--- src/rtl/mul_entry_ctrl.sv ---
// mul_entry_ctrl: collects two hex operands from keypad events, launches the
// sequential multiplier with a start/done handshake guarded by a timeout, and
// presents operands or product on the 16-bit seven-segment display bus.
module mul_entry_ctrl #(
   parameter int W       = 8,   // operand width, multiple of 4, 4..8
   parameter int TIMEOUT = 64   // max cycles spent waiting for mul_done
) (
   input  logic           clk,
   input  logic           clr,
   input  logic           key_valid,
   input  logic [3:0]     key_code,
   input  logic           enter,
   input  logic           mul_done,
   input  logic [2*W-1:0] mul_product,
   output logic [W-1:0]   mul_a,
   output logic [W-1:0]   mul_b,
   output logic           mul_start,
   output logic [15:0]    disp,
   output logic [2:0]     state_out,
   output logic           err
);

   localparam int CW = (TIMEOUT > 2) ? $clog2(TIMEOUT) : 1;

   typedef enum logic [2:0] {
      S_A     = 3'd0,
      S_B     = 3'd1,
      S_START = 3'd2,
      S_WAIT  = 3'd3,
      S_SHOW  = 3'd4
   } state_t;

   state_t          state_r, state_s;
   logic [W-1:0]    a_buf_r, a_buf_s;
   logic [W-1:0]    b_buf_r, b_buf_s;
   logic [W-1:0]    mul_a_s, mul_b_s;
   logic            mul_start_s;
   logic [15:0]     disp_s;
   logic            err_s;
   logic [CW-1:0]   cnt_r, cnt_s;

   // state_out is the state register itself, so it is registered by construction
   assign state_out = state_r;

   // Next-state and next-value logic; the start pulse and the operand latch are
   // issued on the transition into S_START so they coincide with that state.
   always_comb begin
      state_s     = state_r;
      a_buf_s     = a_buf_r;
      b_buf_s     = b_buf_r;
      mul_a_s     = mul_a;
      mul_b_s     = mul_b;
      mul_start_s = 1'b0;
      disp_s      = disp;
      err_s       = err;
      cnt_s       = cnt_r;
      case (state_r)
         S_A: begin
            if (enter) begin
               state_s = S_B;
               b_buf_s = {W{1'b0}};
               disp_s  = 16'h0000;
            end else if (key_valid) begin
               // shift in the new digit; the oldest digit falls off the top
               a_buf_s = (a_buf_r << 4) | W'(key_code);
               disp_s  = 16'(a_buf_s);
            end else begin
               state_s = S_A;
            end
         end
         S_B: begin
            if (enter) begin
               state_s     = S_START;
               mul_a_s     = a_buf_r;
               mul_b_s     = b_buf_r;
               mul_start_s = 1'b1;
               cnt_s       = {CW{1'b0}};
            end else if (key_valid) begin
               b_buf_s = (b_buf_r << 4) | W'(key_code);
               disp_s  = 16'({a_buf_r, b_buf_s});
            end else begin
               state_s = S_B;
            end
         end
         S_START: begin
            cnt_s   = {CW{1'b0}};
            state_s = S_WAIT;
         end
         S_WAIT: begin
            // a result arriving on the final allowed cycle still counts
            if (mul_done) begin
               disp_s  = 16'(mul_product);
               state_s = S_SHOW;
            end else if (cnt_r == CW'(TIMEOUT - 1)) begin
               err_s   = 1'b1;
               disp_s  = 16'hEEEE;
               state_s = S_SHOW;
            end else begin
               cnt_s = cnt_r + CW'(1);
            end
         end
         S_SHOW: begin
            if (enter) begin
               err_s       = 1'b0;
               state_s     = S_START;
               mul_a_s     = a_buf_r;
               mul_b_s     = b_buf_r;
               mul_start_s = 1'b1;
               cnt_s       = {CW{1'b0}};
            end else if (key_valid) begin
               a_buf_s = W'(key_code);
               b_buf_s = {W{1'b0}};
               err_s   = 1'b0;
               disp_s  = 16'(key_code);
               state_s = S_A;
            end else begin
               state_s = S_SHOW;
            end
         end
         default: begin
            state_s = S_A;
         end
      endcase
   end

   // State and datapath registers; clr overrides every other input
   always_ff @(posedge clk) begin
      if (clr) begin
         state_r   <= S_A;
         a_buf_r   <= {W{1'b0}};
         b_buf_r   <= {W{1'b0}};
         mul_a     <= {W{1'b0}};
         mul_b     <= {W{1'b0}};
         mul_start <= 1'b0;
         disp      <= 16'h0000;
         err       <= 1'b0;
         cnt_r     <= {CW{1'b0}};
      end else begin
         state_r   <= state_s;
         a_buf_r   <= a_buf_s;
         b_buf_r   <= b_buf_s;
         mul_a     <= mul_a_s;
         mul_b     <= mul_b_s;
         mul_start <= mul_start_s;
         disp      <= disp_s;
         err       <= err_s;
         cnt_r     <= cnt_s;
      end
   end

endmodule

--- config.mk ---
export PLATFORM = sky130hd
export DESIGN_NAME = mul_entry_ctrl
export DESIGN_NICKNAME = d
export VERILOG_FILES = /design/src/rtl/mul_entry_ctrl.sv
export SDC_FILE = /design/constraint.sdc
export NUM_CORES = 1
export LEC_CHECK = 0
export BUFFER_PORTS_ARGS = -buffer_cell sky130_fd_sc_hd__buf_2
export CAP_MARGIN = 20
export CORE_ASPECT_RATIO = 0.9
export CORE_MARGIN = 2
export CORE_UTILIZATION = 50
export CTS_BUF_LIST = sky130_fd_sc_hd__clkbuf_8
export DETAILED_ROUTE_END_ITERATION = 7
export GPL_TIMING_DRIVEN = 1
export HOLD_SLACK_MARGIN = 0.03
export PLACE_DENSITY = 0.86
export SYNTH_ARGS = -nofsm -noshare
export SYNTH_HDL_FRONTEND = slang
export SYNTH_SLANG_ARGS = --single-unit
--- constraint.sdc ---
create_clock -name clk -period 2.4 [get_ports clk]
set_input_delay 0.12 -clock clk [delete_from_list [all_inputs] [get_ports clk]]
set_output_delay 0.12 -clock clk [all_outputs]
set_load 0.02 [all_outputs]
==> out/results.txt, run 1 <==
result of the run - complete, no violations
CP Class - flop to flop
largest cells by area after synthesis - dfxtp_1, a21oi_1, a211oi_2, nand2_1, nor2_1
fraction of power spent switching nets - 0.289
relative contribution of the clock network to total power - 0.419
NetSw - 0.775 mW
total count of max-transition violations in the final report - 0
maximum vdd ir drop - 0.544 mV
post-synthesis sequential area ratio - 0.435
number of global-route vias before repair - 2284
area of combinational cells with multiple inputs - 1360 sq um
first-pass GRT wire length - 10500 um
Yosys top cell area share - 0.435
Syn-to-layout area delta - 21.4%
number of hold buffers added after CTS - 0
number of violations of the max-capacitance limit - 0
Pint - 1.91 mW
Synth Instances - 320
arrival time of data at the critical path endpoint - 2250 ps
share of async-settable or async-resettable flops after synthesis - 0
most frequent cells after synthesis - dfxtp_1, a21oi_1, nand2_1
Worst EP required - 2610 ps
number of hold-slack violations in the final timing report - 0
detailed-router iteration count before antenna repair - 4
warning count from the yosys run - 0
dominant cell type by area after synthesis - dfxtp_1
number of violations reported at the end of detailed-routing iteration 0 - 159
total global routing overflow - 0
port bufs - 61
final-stage net count - 402
final routed wire length divided by cell count - 14.3 um
fraction of final layout cells sized beyond drive strength 1 - 0.297
Tmin final - 2040 ps
number of fill cells in the layout - 450
post-synth design cell area - 2710 sq um
setup repair after global routing missed its margin - false
critical path endpoint category - flop
startpoint class of the critical path - flop
portion of total power attributed to sequential cells - 0.405
final critical-path share of the clock period - 0.850
total length of routed wires - 6390 um
die height - 73.9 um
total number of vias - 2440
library cell with the highest instance count after synthesis - dfxtp_1
clock transition time at the flip-flop clock pins of the worst setup and hold paths - 70 ps
Starting Density - 0.516
syn nets - 346
standard cell core area - 5260 sq um
unique cell type count in the Yosys netlist - 44
Leakage Power - 1.37 nW
Die X - 81.6 um
Clock Sinks - 59
Diodes inserted - 0
number of setup violations in the final report - 0
Least-Margin Pin Slew - 667 ps
I/O pin cnt - 62
count of cells resized by post-cts repair - 0
Sum Neg Setup Slack - 0 ps
type of the tightest min-delay check - input pin to flop
achievable frequency - 490 MHz
area occupied by registers - 1180 sq um
worst slew margin relative to its limit - 0.555
row count - 25
initial antenna violation count - 0
clock latency reported for the late side of the worst-skew pair - 350 ps
Pwr per Cell Area - 815 nW/um^2
DRC violations left - 0
clock root buffer - clkbuf_8
H-Tree Depth - 3
TritonCTS Buffers - 9
TritonCTS clock tree - yes
number of antenna-violating nets in the routed design - 0
worst setup skew after layout - 8.21 ps
final weighted congestion in routability-driven placement - 0.829
Post-CTS Repair Setup Buffers - 0
Global Route Usage Sum - 0.233
Primary FF master, synth - dfxtp_1
flip-flop and latch count after synthesis - 59
combinational group share of total power - 0.176
number of synthesized flops with an enable pin - 0
synthesized area per cell - 8.48 sq um
area of the die - 6030 sq um
via count normalized by instance count - 5.45
biggest fanout along the worst timing path - 9
hold_ws - 60.0 ps
pin count of the biggest net entering global routing - 39
half-perimeter wire length of the detailed placement result - 4590 um
maximum count of clock buffers along a single path - 2
[metrics by stage]
step	instances	worst slack, ps	utilization	instance area [sq um]	power, mW
4_1_cts	448	378	0.627	3290	2.70
6_report	448	360	0.627	3290	2.68
3_5_place_dp	432	420	0.579	3040	1.58
2_1_floorplan	320	685	-	2710	1.45
3_3_place_gp	432	487	0.579	3040	1.57
5_1_grt	448	207	0.627	3290	2.79
[worst paths after layout]
kind,endpoint,slack (ps),startpoint,cells after the start
worst max register to register,disp[13]$_SDFFE_PP0P_,360,cnt_r[0]$_SDFFE_PP0P_,7
worst min register to register,mul_b[4]$_SDFFE_PP0P_,450,mul_b[4]$_SDFFE_PP0P_,2
worst max-delay path,disp[13]$_SDFFE_PP0P_,360,cnt_r[0]$_SDFFE_PP0P_,7
worst min-delay path,b_buf_r[3]$_SDFFE_PP0P_,60,key_code[3],3
[metal layers]
| metal | global-route usage | wire, um | vias to the layer above |
|---|---|---|---|
| met2 | 0.362 | 2940 | 82 |
| li1 | - | - | 1232 |
| met3 | 0.0897 | 507 | 12 |
| met1 | 0.290 | 2790 | 1114 |
| met4 | 0.0963 | 150 | 0 |
| met5 | 0 | 0 | - |
[critical path, cell delays in order (launching register included)]
cell      delay [ps]
dfxtp_1          340
ha_1             240
and3_1           260
a311oi_4         510
a31oi_4          140
buf_4            220
nor2_1           140
a211oi_2          60
[power groups by stage]
| stage | sequential [mW] | clock [mW] | combinational [mW] |
|---|---|---|---|
| 2_1_floorplan | 1.15 | 0 | 0.301 |
| 3_3_place_gp | 1.11 | 0 | 0.459 |
| 3_5_place_dp | 1.11 | 0 | 0.470 |
| 4_1_cts | 1.09 | 1.14 | 0.472 |
| 5_1_grt | 1.09 | 1.19 | 0.513 |
| 6_report | 1.09 | 1.12 | 0.471 |
[cell usage in the layout (no fill, tap or decap), types with 2 or more instances in the layout]
| master | synthesis | layout |
|---|---|---|
| nor3_1 | 4 | 4 |
| a31oi_1 | 2 | 2 |
| mux2i_1 | 4 | 4 |
| bufinv_16 | 0 | 3 |
| a222oi_1 | 3 | 3 |
| nor2_2 | 10 | 10 |
| buf_2 | 5 | 61 |
| a311oi_1 | 2 | 2 |
| clkbuf_8 | 0 | 9 |
| clkinv_4 | 0 | 3 |
| buf_4 | 1 | 5 |
| nand2_1 | 44 | 44 |
| nand2b_1 | 10 | 10 |
| and3_1 | 2 | 2 |
| o21ai_0 | 4 | 4 |
| a211oi_2 | 14 | 14 |
| nor2b_1 | 2 | 2 |
| a211oi_1 | 3 | 3 |
| dfxtp_1 | 59 | 59 |
| a32oi_1 | 4 | 4 |
| nand3_1 | 10 | 10 |
| a21oi_1 | 54 | 54 |
| inv_1 | 15 | 15 |
| o21a_1 | 2 | 2 |
| nand3b_1 | 2 | 2 |
| nor2_1 | 27 | 27 |
| nor3b_1 | 4 | 4 |
[flip-flops by register name (all words and copies together) (netlist names)]
name       flops
a_buf_r        8
b_buf_r        8
cnt_r          6
disp          16
err            1
mul_a          8
mul_b          8
mul_start      1
state_out      3
[cell type report]
type | instances | area share
clock buffers | 9 | 0.0376
repair buffers | 67 | 0.110
flip-flops and latches | 59 | 0.359
well taps | 67 | 0.0255
inverters | 15 | 0.0171
multi-input cells | 224 | 0.413
clock inverters | 7 | 0.0380
[kinds of logic after synthesis]
group	after synthesis	synth area share
buffers and inverters	37	0.0632
and+or+nand+nor	120	0.215
AOI/OAI and AO/OA	99	0.267
muxes	4	0.0148
adders and majority gates	1	0.00461
DFF	59	0.435
(Power assumes the default switching activity.)
==> run 2: changes to the inputs <==
--- a/config.mk
+++ b/config.mk
@@ -8,7 +8,7 @@
 export BUFFER_PORTS_ARGS = -buffer_cell sky130_fd_sc_hd__buf_2
 export CAP_MARGIN = 20
 export CORE_ASPECT_RATIO = 0.9
-export CORE_MARGIN = 2
+export CORE_MARGIN = 1.5
 export CORE_UTILIZATION = 50
 export CTS_BUF_LIST = sky130_fd_sc_hd__clkbuf_8
 export DETAILED_ROUTE_END_ITERATION = 7
@@ -18,3 +18,4 @@
 export SYNTH_ARGS = -nofsm -noshare
 export SYNTH_HDL_FRONTEND = slang
 export SYNTH_SLANG_ARGS = --single-unit
+export TNS_END_PERCENT = 50
==> out/results.txt, run 2 (same netlist as run 1, synthesis figures left out) <==
I/O pin cnt - 62 (unchanged)
total length of routed wires - 6680 um (+4.5%)
Sum Neg Setup Slack - 0 ps (unchanged)
die height - 72.9 um (-1.4%)
reg-to-reg slack, setup - 460 ps (+100 ps)
setup repair after global routing missed its margin - false
maximum vdd ir drop - 0.403 mV (-26%)
count of cells resized by post-cts repair - 0 (unchanged)
clock transition time at the flip-flop clock pins of the worst setup and hold paths - 60 ps (about the same)
area of the die - 5880 sq um (-2.6%)
number of global-route vias before repair - 2305 (+0.92%)
worst slew margin relative to its limit - 0.558 (+0.00316)
DRC violations left - 0 (unchanged)
cell count of the worst reg-to-reg path - 6 (-1)
Pwr per Cell Area - 726 nW/um^2 (-11%)
final routed wire length divided by cell count - 15.0 um (+5.0%)
standard cell core area - 5260 sq um (unchanged)
hold path cells - 3 (unchanged)
Worst EP required - 2610 ps (about the same)
number of hold-slack violations in the final timing report - 0 (unchanged)
number of antenna-violating nets in the routed design - 0 (unchanged)
Syn-to-layout area delta - 17.9%
final instance area - 3200 sq um (-2.9%)
row count - 25 (unchanged)
startpoint of the worst-slack reg-to-reg timing path - state_out[0]$_SDFFE_PP0P_
clock root buffer - clkbuf_8
via count normalized by instance count - 5.64 (+3.6%)
result of the run - complete, no violations
commonest non-fill, non-tap cells in the layout - buf_2, dfxtp_1, a21oi_1
startpoint class of the critical path - flop
detailed-router iteration count before antenna repair - 5 (+1)
number of setup violations in the final report - 0 (unchanged)
Global Route Usage Sum - 0.240 (+0.00743)
Least-Margin Pin Slew - 662 ps (-4.74 ps)
Post-CTS Repair Setup Buffers - 0 (unchanged)
final-stage net count - 401 (-0.25%)
total global routing overflow - 0 (unchanged)
min-delay src - key_code[3]
largest register by flop count - disp
fraction of final layout cells sized beyond drive strength 1 - 0.288 (-0.00899)
total count of max-transition violations in the final report - 0 (unchanged)
critical path endpoint category - flop
clock latency reported for the late side of the worst-skew pair - 340 ps (about the same)
total number of vias - 2517 (+3.2%)
number of hold buffers added after CTS - 0 (unchanged)
leading cell type in the layout, fill and taps excluded - buf_2
final critical-path share of the clock period - 0.808 (-0.0420)
type of the tightest min-delay check - input pin to flop
first-pass GRT wire length - 10600 um (+1.4%)
achievable frequency - 516 MHz (+5.2%)
Starting Density - 0.516 (unchanged)
Critical R2R Capture - disp[11]$_SDFFE_PP0P_
placed cell areas - 3040 sq um (-0.25%)
initial antenna violation count - 0 (unchanged)
arrival time of data at the critical path endpoint - 2150 ps (-100 ps)
Leakage Power - 1.34 nW (-2.5%)
biggest fanout along the worst timing path - 32 (+23)
number of violations reported at the end of detailed-routing iteration 0 - 159 (unchanged)
maximum count of clock buffers along a single path - 2 (unchanged)
CP Class - flop to flop
hold_ws - 81.4 ps (+21.4 ps)
pin count of the biggest net entering global routing - 39 (unchanged)
H-Tree Depth - 3 (unchanged)
utilization after layout - 0.608 (-0.0183)
Die X - 80.6 um (-1.2%)
TritonCTS Buffers - 9 (unchanged)
worst setup skew after layout - 3.52 ps (-4.70 ps)
TritonCTS clock tree - yes
half-perimeter wire length of the detailed placement result - 4590 um (about the same)
Largest register FFs - 16 (unchanged)
end point of the most critical hold path - a_buf_r[3]$_SDFFE_PP0P_
number of violations of the max-capacitance limit - 0 (unchanged)
final weighted congestion in routability-driven placement - 0.842 (+1.6%)
Diodes inserted - 0 (unchanged)
Tmin final - 1940 ps (-101 ps)
port bufs - 61 (unchanged)
Clock Sinks - 59 (unchanged)
==> run 2: how the worst max path moves through the flow <==
stage	start	end	slack (ps)	depth (start not counted)
2_1_floorplan	cnt_r[0]$_SDFFE_PP0P_	disp[11]$_SDFFE_PP0P_	690	7
4_1_cts	state_out[0]$_SDFFE_PP0P_	disp[11]$_SDFFE_PP0P_	470	6
6_report	state_out[0]$_SDFFE_PP0P_	disp[11]$_SDFFE_PP0P_	460	6
3_5_place_dp	cnt_r[0]$_SDFFE_PP0P_	disp[11]$_SDFFE_PP0P_	500	7
5_1_grt	state_out[2]$_SDFFE_PP0P_	disp[3]$_SDFFE_PP0P_	340	6
3_3_place_gp	cnt_r[0]$_SDFFE_PP0P_	disp[11]$_SDFFE_PP0P_	560	7
==> run 2: layout make-up <==
| type | count | area [sq um] |
|---|---|---|
| fill | 486 | 2060 |
| multi-input combinational | 224 | 1360 |
| sequential | 59 | 1180 |
| timing repair buffer | 66 | 355 |
| clock buffer | 10 | 138 |
| tap | 67 | 83.8 |
| inverter | 15 | 56.3 |
| clock inverter | 5 | 22.5 |
==> run 2: routing by layer <==
layer,part of all wire,global-route usage,vias to the layer above
met5,0,0,-
met4,0.026,0.105,0
met3,0.087,0.0913,18
met2,0.46,0.378,115
met1,0.43,0.294,1154
li1,-,-,1230
==> run 2: where the power goes <==
| group | switching [mW] | leakage [nW] | total [mW] | internal, mW |
|---|---|---|---|---|
| combinational | 0.298 | 0.763 | 0.468 | 0.170 |
| sequential | 0.0543 | 0.479 | 1.09 | 1.04 |
| clock | 0.379 | 0.0943 | 0.762 | 0.383 |
| total | 0.731 | 1.34 | 2.32 | 1.59 |
==> run 2: worst max-delay path, stage by stage (launching register included) <==
cell      delay (ps)
dfxtp_1          590
nand3b_4         250
a311oi_4         510
a31oi_4           70
buf_12           190
nor2_1           130
a211oi_2          60
==> run 2: stage by stage <==
stage / setup slack, ps / total power, mW / instances
detailed placement: 499 / 1.57 / 431
floorplan: 685 / 1.45 / 320
CTS: 467 / 2.33 / 446
finish: 461 / 2.32 / 446
global route: 341 / 2.41 / 446
global placement: 563 / 1.56 / 431
==> run 3: changes to the inputs <==
--- a/config.mk
+++ b/config.mk
@@ -5,6 +5,7 @@
 export SDC_FILE = /design/constraint.sdc
 export NUM_CORES = 1
 export LEC_CHECK = 0
+export ABC_AREA = 1
 export BUFFER_PORTS_ARGS = -buffer_cell sky130_fd_sc_hd__buf_2
 export CAP_MARGIN = 20
 export CORE_ASPECT_RATIO = 0.9
@@ -14,7 +15,7 @@
 export DETAILED_ROUTE_END_ITERATION = 7
 export GPL_TIMING_DRIVEN = 1
 export HOLD_SLACK_MARGIN = 0.03
-export PLACE_DENSITY = 0.86
+export PLACE_DENSITY = 0.85
 export SYNTH_ARGS = -nofsm -noshare
 export SYNTH_HDL_FRONTEND = slang
 export SYNTH_SLANG_ARGS = --single-unit
==> constraint.sdc (replaced) <==
create_clock -name clk -period 1.9 [get_ports clk]
set_input_delay 0.095 -clock clk [delete_from_list [all_inputs] [get_ports clk]]
set_output_delay 0.095 -clock clk [all_outputs]
set_load 0.02 [all_outputs]
==> out/results.txt, run 3 <==
dominant cell type by area after synthesis - dfxtp_1
NetSw - 1.05 mW (+44%)
largest cells by area after synthesis - dfxtp_1, nand2_1, nor2_1, o21ai_0, a21oi_1
library cell with the highest instance count after synthesis - nand2_1
cell chain of the critical path - ha_1 -> nand2_1 -> nor2_1 -> nand2_1 -> nand3_4 -> nand3_4 -> nor2_1 -> nor2_1
Diodes inserted - 0 (unchanged)
Least-Margin Pin Slew - 474 ps (-189 ps)
first-pass GRT wire length - 11900 um (+13%)
clock root buffer - clkbuf_8
non-filler cells, final - 562 (+26%)
relative contribution of the clock network to total power - 0.393 (+0.064)
number of fill cells in the layout - 505 (+3.9%)
synthesized area per cell - 6.79 sq um (-20%)
Primary FF master, synth - dfxtp_1
die height - 75.0 um (+2.9%)
flip-flop and latch count after synthesis - 59 (unchanged)
warning count from the yosys run - 0 (unchanged)
pin count of the biggest net entering global routing - 31 (-21%)
maximum vdd ir drop - 0.586 mV (+46%)
clock latency reported for the late side of the worst-skew pair - 340 ps (about the same)
total global routing overflow - 0 (unchanged)
detailed-router iteration count before antenna repair - 5 (unchanged)
row count - 26 (+4.0%)
final-stage net count - 513 (+28%)
number of violations reported at the end of detailed-routing iteration 0 - 193 (+21%)
post-layout power - 3.53 mW (+52%)
maximum count of clock buffers along a single path - 2 (unchanged)
syn nets - 450 (+30%)
commonest non-fill, non-tap cells in the layout - nand2_1, nor2_1, buf_2
Pwr per Cell Area - 1010 nW/um^2 (+40%)
number of global-route vias before repair - 2576 (+12%)
final critical-path share of the clock period - 0.888 (+0.0804)
fraction of final layout cells sized beyond drive strength 1 - 0.211 (-0.0762)
most frequent cells after synthesis - nand2_1, nor2_1, dfxtp_1
most used cell along the critical path - nor2_1
unique cell type count in the Yosys netlist - 27 (-39%)
portion of total power attributed to sequential cells - 0.396 (-0.074)
area of combinational cells with multiple inputs - 1400 sq um (+2.6%)
port bufs - 61 (unchanged)
clock transition time at the flip-flop clock pins of the worst setup and hold paths - 70 ps (about the same)
number of antenna-violating nets in the routed design - 0 (unchanged)
number of setup violations in the final report - 0 (unchanged)
Leakage Power - 1.70 nW (+27%)
setup repair after global routing missed its margin - false
combinational group share of total power - 0.210 (+0.008)
Yosys top cell area share - 0.410 (-0.0250)
Clock Sinks - 59 (unchanged)
worst slew margin relative to its limit - 0.684 (+0.125)
Global Route Usage Sum - 0.243 (+0.00224)
global routing usage on met1 - 0.323 (+0.0283)
Largest register FFs - 16 (unchanged)
final weighted congestion in routability-driven placement - 0.868 (+3.0%)
arrival time of data at the critical path endpoint - 1920 ps (-230 ps)
Pint - 2.48 mW (+56%)
hold_ws - 107 ps (+25.3 ps)
CP Class - flop to flop
initial antenna violation count - 0 (unchanged)
H-Tree Depth - 3 (unchanged)
half-perimeter wire length of the detailed placement result - 5120 um (+11%)
result of the run - complete, no violations
number of violations of the max-capacitance limit - 0 (unchanged)
Starting Density - 0.511 (-0.00485)
post-synthesis sequential area ratio - 0.410 (-0.0250)
critical path endpoint category - flop
total length of routed wires - 7460 um (+12%)
post-synth design cell area - 2880 sq um (+6.1%)
standard cell core area - 5630 sq um (+7.1%)
TritonCTS Buffers - 9 (unchanged)
Tmin final - 1690 ps (-251 ps)
startpoint class of the critical path - flop
biggest fanout along the worst timing path - 15 (-53%)
achievable frequency - 592 MHz (+15%)
total count of max-transition violations in the final report - 0 (unchanged)
Sum Neg Setup Slack - 0 ps (unchanged)
total number of vias - 2944 (+17%)
Synth Instances - 424 (+33%)
worst-path cell with the longest stage delay - dfxtp_1
Largest stage delay, worst path - 390 ps (-200 ps)
fraction of power spent switching nets - 0.299 (-0.0164)
largest register by flop count - disp
Syn-to-layout area delta - 20.9%
final routed wire length divided by cell count - 13.3 um (-11%)
met2 routing resource usage after global routing - 0.385 (+0.00667)
type of the tightest min-delay check - input pin to flop
area occupied by registers - 1180 sq um (unchanged)
M3 GR Usage - 0.0461 (-0.0452)
area of the die - 6220 sq um (+5.8%)
leading cell type in the layout, fill and taps excluded - nand2_1
via count normalized by instance count - 5.24 (-7.2%)
Worst EP required - 2130 ps (-480 ps)
cell count after placement - 545 (+26%)
share of async-settable or async-resettable flops after synthesis - 0 (unchanged)
most crowded layer after global routing - met2
TritonCTS clock tree - yes
number of hold-slack violations in the final timing report - 0 (unchanged)
I/O pin cnt - 62 (unchanged)
DRC violations left - 0 (unchanged)
worst setup skew after layout - 10.2 ps (+6.66 ps)
number of synthesized flops with an enable pin - 0 (unchanged)
Die X - 83.0 um (+2.9%)
run 3: cell count changes in the layout (fill, tap and decap cells not counted), sizes merged, moves of 4 or more:
cell,change
a211oi,-16
a21oi,-18
a32oi,-4
buf,+5
inv,+33
mux2i,-4
nand2,+46
nand2b,-10
nand3,+33
nor2,+39
o21ai,+37
run 3: kinds of logic after synthesis:
kind of cell,count (synthesis),synth area share
flops,59,0.410
simple gates,213,0.334
buf+inv,71,0.111
fa+ha+maj,1,0.00435
compound gates,80,0.140
run 3: layer usage:
metal	vias to the layer above	wire length (um)	part of all wire
met5	-	0	0
met4	0	141	0.019
met3	19	526	0.070
met2	137	3350	0.45
met1	1309	3450	0.46
li1	1479	-	-
run 3: what timing repair did:
item	4_1_cts	5_1_grt
resized for setup	0	1
buffers inserted	0	0
hold buffers	0	0
setup endpoints to repair	0	14
run 3: cell type report:
type                            instances  share of cell area
Multi-Input combinational cell        295               0.401
Sequential cell                        59               0.340
Timing Repair Buffer                   71               0.109
Inverter                               51              0.0554
Clock buffer                           10              0.0396
Clock inverter                          6              0.0299
Tap cell                               70              0.0252
run 3: final timing paths:
kind	from	end	slack (ps)	depth (start not counted)
setup reg to reg	cnt_r[0]$_SDFFE_PP0P_	disp[7]$_SDFFE_PP0P_	210	8
hold reg to reg	b_buf_r[4]$_SDFFE_PP0P_	b_buf_r[4]$_SDFFE_PP0P_	470	2
setup / recovery	cnt_r[0]$_SDFFE_PP0P_	disp[7]$_SDFFE_PP0P_	210	8
hold / removal	mul_product[13]	disp[13]$_SDFFE_PP0P_	110	5
run 3: critical path: cells and delay by family, from the launching register on:
| family | cells | cell delay (ps) |
|---|---|---|
| DFF | 1 | 390 |
| and+or+nand+nor | 7 | 950 |
| adders and majority gates | 1 | 230 |
run 3: stage by stage:
stage                     utilization  setup WS, ps  cell area (sq um)
after global placement          0.572           256               3220
after CTS                       0.615           102               3460
after floorplan                     -           381               2880
after global routing            0.618          37.7               3480
after detailed placement        0.572           135               3220
final                           0.618           212               3480
run 3: power by group through the flow:
| stage | combinational (mW) | clock, mW | sequential [mW] |
|---|---|---|---|
| after floorplan | 0.433 | 0 | 1.52 |
| after global placement | 0.702 | 0 | 1.42 |
| after detailed placement | 0.716 | 0 | 1.42 |
| after CTS | 0.724 | 1.40 | 1.40 |
| after global routing | 0.836 | 1.45 | 1.41 |
| final | 0.743 | 1.39 | 1.40 |
